===== config.mk =====
export PLATFORM = sky130hd
export DESIGN_NAME = queue_lockstep
export DESIGN_NICKNAME = d
export VERILOG_FILES = /design/src/rtl/queue_pkg.sv /design/src/rtl/queue_core.sv /design/src/rtl/queue_lockstep.sv
export SDC_FILE = /design/constraint.sdc
export NUM_CORES = 1
export LEC_CHECK = 0
export CAP_MARGIN = 30
export CORE_UTILIZATION = 25
export DETAILED_ROUTE_END_ITERATION = 10
export PLACE_DENSITY_LB_ADDON = 0.25
export SYNTH_ARGS = -nofsm -noshare
export SYNTH_HDL_FRONTEND = slang
export SYNTH_HIERARCHICAL = 1
export SYNTH_SLANG_ARGS = --single-unit
export TNS_END_PERCENT = 50

===== constraint.sdc =====
create_clock -name clk -period 5.5 [get_ports clk]
set_clock_uncertainty 0.2 [all_clocks]
set_input_delay 1.1 -clock clk [delete_from_list [all_inputs] [get_ports clk]]
set_output_delay 1.1 -clock clk [all_outputs]
set_load 0.05 [all_outputs]

===== src/rtl/queue_pkg.sv =====
// Shared constants and helpers for the lockstep redundant queue.
package queue_pkg;

  localparam int MAX_COPIES = 4;

  function automatic int clog2_count(input int depth);
    return $clog2(depth + 1);
  endfunction

endpackage


===== src/rtl/queue_core.sv =====
// Single-copy first-word-fall-through FIFO with rejection event strobes.
module queue_core
  import queue_pkg::*;
#(
  parameter int WIDTH = 32,
  parameter int DEPTH = 8
) (
  input  logic                          clk,
  input  logic                          rst,
  input  logic                          enq,
  input  logic                          deq,
  input  logic [WIDTH-1:0]              din,
  output logic [WIDTH-1:0]              dout,
  output logic                          full,
  output logic                          empty,
  output logic [clog2_count(DEPTH)-1:0] count,
  output logic                          ovf_evt,
  output logic                          unf_evt
);

  localparam int AW = $clog2(DEPTH);
  localparam int CW = clog2_count(DEPTH);

  logic [WIDTH-1:0] r_mem [DEPTH];
  logic [AW-1:0]    r_wptr;
  logic [AW-1:0]    r_rptr;
  logic [CW-1:0]    r_count;
  logic             w_enq_ok;
  logic             w_deq_ok;

  assign full     = (r_count == CW'(DEPTH));
  assign empty    = (r_count == '0);
  assign count    = r_count;
  assign w_enq_ok = enq && (!full || deq);
  assign w_deq_ok = deq && !empty;
  assign ovf_evt  = enq && !w_enq_ok;
  assign unf_evt  = deq && !w_deq_ok;
  assign dout     = empty ? '0 : r_mem[r_rptr];

  always_ff @(posedge clk or posedge rst) begin
    if (rst) begin
      r_wptr  <= '0;
      r_rptr  <= '0;
      r_count <= '0;
    end else begin
      if (w_enq_ok) r_wptr <= r_wptr + 1'b1;
      if (w_deq_ok) r_rptr <= r_rptr + 1'b1;
      if (w_enq_ok && !w_deq_ok)      r_count <= r_count + 1'b1;
      else if (!w_enq_ok && w_deq_ok) r_count <= r_count - 1'b1;
    end
  end

  // Storage needs no reset: dout is masked while empty.
  always_ff @(posedge clk) begin
    if (w_enq_ok) r_mem[r_wptr] <= din;
  end

endmodule


===== src/rtl/queue_lockstep.sv =====
// Redundant lockstep FIFO: COPIES cores, copy 0 is functional, others checked.
module queue_lockstep
  import queue_pkg::*;
#(
  parameter int WIDTH  = 32,
  parameter int DEPTH  = 8,
  parameter int COPIES = 2
) (
  input  logic                          clk,
  input  logic                          rst,
  input  logic                          enq,
  input  logic                          deq,
  input  logic [WIDTH-1:0]              din,
  input  logic                          inj_en,
  input  logic [$clog2(COPIES)-1:0]     inj_sel,
  input  logic                          err_clr,
  output logic [WIDTH-1:0]              dout,
  output logic                          full,
  output logic                          empty,
  output logic [clog2_count(DEPTH)-1:0] count,
  output logic                          overflow,
  output logic                          underflow,
  output logic [COPIES-1:0]             mismatch_mask,
  output logic                          mismatch
);

  localparam int CW = clog2_count(DEPTH);
  localparam int IW = $clog2(COPIES);

  typedef struct packed {
    logic [WIDTH-1:0] dout;
    logic             full;
    logic             empty;
    logic [CW-1:0]    count;
  } tuple_t;

  if (COPIES < 2 || COPIES > MAX_COPIES) begin : g_bad_copies
    $error("COPIES must be 2..4");
  end
  if (DEPTH < 2 || DEPTH > 256 || (DEPTH & (DEPTH - 1)) != 0) begin : g_bad_depth
    $error("DEPTH must be a power of two in 2..256");
  end

  tuple_t            w_tup [COPIES];
  logic [COPIES-1:0] w_ovf;
  logic [COPIES-1:0] w_unf;
  logic [COPIES-1:0] w_diff;
  logic [COPIES-1:0] r_mask;
  logic              r_ovf;
  logic              r_unf;

  for (genvar c = 0; c < COPIES; c++) begin : g_copy
    logic [WIDTH-1:0] w_din;
    logic [WIDTH-1:0] w_dout;
    logic             w_full;
    logic             w_empty;
    logic [CW-1:0]    w_count;

    assign w_din = din ^ WIDTH'(inj_en && (inj_sel == IW'(c)));

    queue_core #(
      .WIDTH(WIDTH),
      .DEPTH(DEPTH)
    ) u_core (
      .clk    (clk),
      .rst    (rst),
      .enq    (enq),
      .deq    (deq),
      .din    (w_din),
      .dout   (w_dout),
      .full   (w_full),
      .empty  (w_empty),
      .count  (w_count),
      .ovf_evt(w_ovf[c]),
      .unf_evt(w_unf[c])
    );

    assign w_tup[c] = '{dout: w_dout, full: w_full,
                        empty: w_empty, count: w_count};
  end

  always_comb begin
    w_diff = '0;
    for (int i = 1; i < COPIES; i++) begin
      w_diff[i] = (w_tup[i] !== w_tup[0]);
    end
  end

  // Fresh events OR in after the clear so they survive err_clr.
  always_ff @(posedge clk or posedge rst) begin
    if (rst) begin
      r_mask <= '0;
      r_ovf  <= 1'b0;
      r_unf  <= 1'b0;
    end else begin
      r_mask <= (err_clr ? '0 : r_mask) | w_diff;
      r_ovf  <= (err_clr ? 1'b0 : r_ovf) | (|w_ovf);
      r_unf  <= (err_clr ? 1'b0 : r_unf) | (|w_unf);
    end
  end

  assign dout          = w_tup[0].dout;
  assign full          = w_tup[0].full;
  assign empty         = w_tup[0].empty;
  assign count         = w_tup[0].count;
  assign overflow      = r_ovf;
  assign underflow     = r_unf;
  assign mismatch_mask = r_mask;
  assign mismatch      = |r_mask;

endmodule


# Word-level counts from Yosys, hierarchy flattened
# Memory sizes are Yosys's and may differ from the RTL's.
# Index checks and enable logic that the tools add are counted.
# op_classes
n_bitwise,6
n_reduce_logical,31
eq_ne,3
add_sub_neg,8
muxes,13
# op_table
operator,count
two-way mux 32 bit,2
bitwise XOR 32 x 1 -> 32 bit,2
!== test 38 bit,1
two-way mux 4 bit,4
logical AND 1 bit,14
adder 3 x 1 -> 3 bit (second input constant),4
adder 4 x 1 -> 4 bit (second input constant),2
== test 4 bit (second input constant),2
logical NOT 1 bit,8
logical NOT 4 bit,2
subtractor 4 x 1 -> 4 bit (second input constant),2
two-way mux 1 bit,6
OR reduction 2 bit,3
nonzero test 2 bit,2
logical OR 1 bit,2
two-way mux 2 bit,1
bitwise OR 1 bit,2
bitwise OR 2 bit,1
inverter 1 bit,1
# totals
memories,2
word_cells,72
output_inout_bits,43
in_bits,39
ramBits,512
reg_bits,24
# memory_table
memory,depth,word_bits,read_ports,rd_clocked_by_memory_dff,write_ports,line_no,source
g_copy[0].u_core.r_mem,8,32,1,0,1,queue_core.sv:24,logic [WIDTH-1:0] r_mem [DEPTH];
g_copy[1].u_core.r_mem,8,32,1,0,1,queue_core.sv:24,

# Logic depth before layout (Yosys ltp)
# depth
word_depth,8
mapped_depth,10
mapped_depth_nobuf,9

# Cells and area by module
# Netlist, hierarchy kept.
# by_module_without_submodules
module,area_per_inst_um2,seq_area_each_um2,cells_per_inst,n_inst
queue_core,10218.6,7937.6,442,2
queue_lockstep,563.0,75.1,65,1

# Worst setup path after synthesis
# OpenSTA, ideal clock, no wires.
# synth_path
path_type,input -> register
startpoint,input deq
endpoint,"memory g_copy[0].u_core.r_mem[0][0], enable pin"
setup_time_ns,0.501
path_stages,3
path_buffers,1
t_required_ns,4.799
setup_slack_ns,0.255
t_arrival_ns,4.544
path_cell_list,clkbuf_1 -> o21ai_4 -> nor4_1
# synth_between
elab_chain_len,4
# synth_rtl
item,line_no,source
start: declaration,queue_lockstep.sv:12,"input logic deq,"
logical OR 1 bit,queue_core.sv:34,assign w_enq_ok = enq && (!full || deq);
logical AND 1 bit,queue_core.sv:34,
two-way mux 1 bit,queue_core.sv:55,if (w_enq_ok) r_mem[r_wptr] <= din;
two-way mux 1 bit (implied by the code),queue_core.sv:55,
end: declaration,queue_core.sv:24,
# No other way between the ends.

# Final worst setup path
# layout_path
startpoint,register g_copy[0].u_core.r_count[0]
endpoint,output dout[9]
# layout_between
elab_chain_len,2
# layout_rtl
item,line_no,source
start: declaration,queue_core.sv:27,logic [CW-1:0] r_count;
start signal: assignment,queue_core.sv:48,if (w_enq_ok && !w_deq_ok) r_count <= r_count + 1'b1;
start signal: assignment,queue_core.sv:49,else if (!w_enq_ok && w_deq_ok) r_count <= r_count - 1'b1;
logical NOT 4 bit,queue_core.sv:32,assign empty = (r_count == '0);
two-way mux 32 bit,queue_core.sv:38,assign dout = empty ? '0 : r_mem[r_rptr];
end: declaration,queue_lockstep.sv:17,"output logic [WIDTH-1:0] dout,"
# No other way between the ends.

==> summary.txt <==
die height: 291.8 µm
Die Wd: 291.8 µm
crit-path max cell delay: 840 ps
Psw: 5.577 mW
core area: 82640 µm²
Synth Instances: 949
Syn Nets: 1000
Final Hold Viols: 0
Logic pwr share: 38.5%
Synth top cells by count: 512 x edfxtp_1, 128 x mux4_2, 60 x a22o_1
GRT overflow: 0
I/O pin cnt: 82
synthesis-stage register bit count: 535
Slew HR: 39.16%
share of power burned in the clock network: 24.2%
worst reg2reg setup slack: 1730 ps
vias: 9899
post-synth top area share: 73.21%
routed vias/inst: 4.535
Routed WL: 52890 µm
Final min period: 4916 ps
RSZ-0062 raised after global routing: false
Reg clk slew, reported paths: 60 ps
Reg power frac: 37.2%
mapped cell area: 21000 µm²
ys flop type: edfxtp_1
hold crit path type: reg -> reg
CTS buffer count: 57
Worst Setup End Kind: primary output
CTS Sinks: 535
Post-synth EDFFs: 512
Layout area overhead: 19.07%
setup TNS: 0 ps
std cell rows: 105
fillcell total: 7891
GPL Wtd Cong: 0.6998
total track usage: 12.57%
Seq/Total Area, Yosys: 75.95%
antenna-violating nets left: 0
largest net degree at the start of global routing: 36
cell chain of the critical path: or4_4, inv_1, nor2_4, buf_4, a22o_1, clkdlybuf4s50_1
f_max: 203.4 MHz
CTS tree: built
crit path DAT: 3620 ps
WP data required: 4200 ps
CP max-delay cell: clkdlybuf4s50_1
YS warnings: 6
CP Class: reg -> out
Max clock buf depth: 3
largest cells by area after synthesis: edfxtp_1 73%, mux4_2 14%, dfrtp_1 2.7%, a22o_1 2.5%, xnor2_1 1.9%
overall power: 15.11 mW
outcome: completed
Final #Nets: 1120
synthesized area per cell: 22.13 µm²
final setup violation count: 0
first-pass GRT wire length: 77070 µm
hold depth: 1
port bufs: 80
Hold Crit Start: underflow
CTS H-tree lvls: 2
Leakage Power: 7.836 nW
Slew Viols, Final: 0
Worst Path Buf+Inv: 3
setup bufs post-CTS: 0
CTS Hold Buffers Added: 0
vias in the first global route: 10620
Hold EP: underflow
max-cap viol count: 0
largest area contributor in the netlist: edfxtp_1
clock latency on the worst-skew pair: 620 ps
Post-synth ARST share: 4.299%
startpoint types: register
Initial Util: 25.41%
WL per Instance: 24.23 µm
worst-path fanout max: 23
worst-margin pin slew: 910.5 ps
RR Endpoint: mismatch_mask[1]
CP top delay family: buffers and inverters
reg-to-reg startpoint: g_copy[0].u_core/count[0]
share of cells above drive strength 1: 25.18%
root buf cell: clkbuf_16
R2R depth: 9
Internal: 9.536 mW
Yosys cell types: 41
peak supply drop: 0.3712 mV
most frequent cell after synthesis: edfxtp_1
pwr/cell area: 604.4 nW/µm²
Tcrit/Tclk final: 89.38%
dpl hpwl: 31030 µm
First-pass DRT Iterations: 4
DR DRC count: 0
cts repair resizes: 0
die area: 85160 µm²
initial antenna violation count: 1
Sw Ratio: 36.90%
number of DRC markers in iteration 0: 738
==> sequential cells by signal, summed over array words and instances, names as in the netlist <==
name,flops
underflow,1
overflow,1
g_copy.u_core/r_mem,512
g_copy.u_core/r_rptr,6
g_copy.u_core/r_wptr,6
g_copy.u_core/count,8
mismatch_mask,1
==> metal layers <==
metal  part of all wire [%]  vias up  GRT usage [%]
li1                       -     4244              -
met1                     44     5373          16.58
met2                     50      219          21.31
met3                    3.9       63          1.834
met4                    2.1        0          3.864
met5                      0        -              0
==> through the flow <==
stage	cell area (µm²)	hold slack, ps	cells	worst slack, ps	utilization [%]
final	25010	289.2	2183	583.8	30.26
after global routing	25000	344.6	2182	426.6	30.26
after CTS	25000	298.0	2182	527.9	30.26
after detailed placement	23230	284.1	2080	1170	28.12
after global placement	23230	276.7	2080	1241	28.12
after floorplan	21000	267.4	949	254.5	-
==> layout make-up <==
type	count	area, µm²	share of cell area (%)
Sequential cell	535	15970	63.85
Multi-Input combinational cell	352	4840	19.35
Clock buffer	69	1471	5.884
Tap cell	1070	1339	5.354
Timing Repair Buffer	111	1046	4.183
Clock inverter	33	296.5	1.186
Inverter	12	45.04	0.1801
Antenna cell	1	2.502	0.01001
==> worst register-to-register path, delay by kind of cell, from the launching register on <==
family                 cells  cell delay, ps
XOR/XNOR                   1             600
buffers and inverters      2             470
AO/OA/AOI/OAI              1             250
flip-flops                 1             480
AND/OR/NAND/NOR            5            1620
==> worst max path at each step <==
stage | slack [ps] | startpoint | to | cells past startpoint
floorplan | 250 | deq | g_copy[0].u_core/r_mem[0][0] | 3
global placement | 1240 | g_copy[0].u_core/count[0] | dout[9] | 6
detailed placement | 1170 | g_copy[0].u_core/count[0] | dout[9] | 6
CTS | 530 | g_copy[0].u_core/count[0] | dout[9] | 6
global route | 430 | g_copy[0].u_core/count[0] | dout[9] | 6
finish | 580 | g_copy[0].u_core/count[0] | dout[9] | 6
==> layout by cell type (no fill, tap or decap), types with 9 or more instances in the layout <==
cell type | Yosys | routed
edfxtp_1 | 512 | 512
buf_4 | 2 | 30
mux4_2 | 128 | 128
dfrtp_1 | 23 | 19
clkinv_1 | 0 | 9
clkbuf_16 | 0 | 57
clkinv_2 | 0 | 12
ha_1 | 10 | 10
clkdlybuf4s50_1 | 0 | 80
a22o_1 | 60 | 60
inv_1 | 12 | 12
clkbuf_1 | 16 | 12
xnor2_1 | 45 | 45
==> cells by family after synthesis <==
logic type,synth area share [%]
flip-flops,75.95
multiplexers,14.14
AO/OA/AOI/OAI,3.468
AND/OR/NAND/NOR,1.924
buffers and inverters,1.537
XOR/XNOR,2.169
adder cells (fa/ha/maj),0.7865
other,0.01786
==> power groups by stage <==
stage / Combinational [mW] / Clock, mW / Sequential [mW]
finish: 5.82 / 3.66 / 5.63
global route: 6.18 / 3.91 / 5.71
global placement: 6.01 / 0 / 5.71
floorplan: 3.96 / 0 / 5.48
detailed placement: 6.00 / 0 / 5.74
CTS: 6.01 / 3.76 / 5.65
Note: power is estimated with default switching activity, not from simulation.
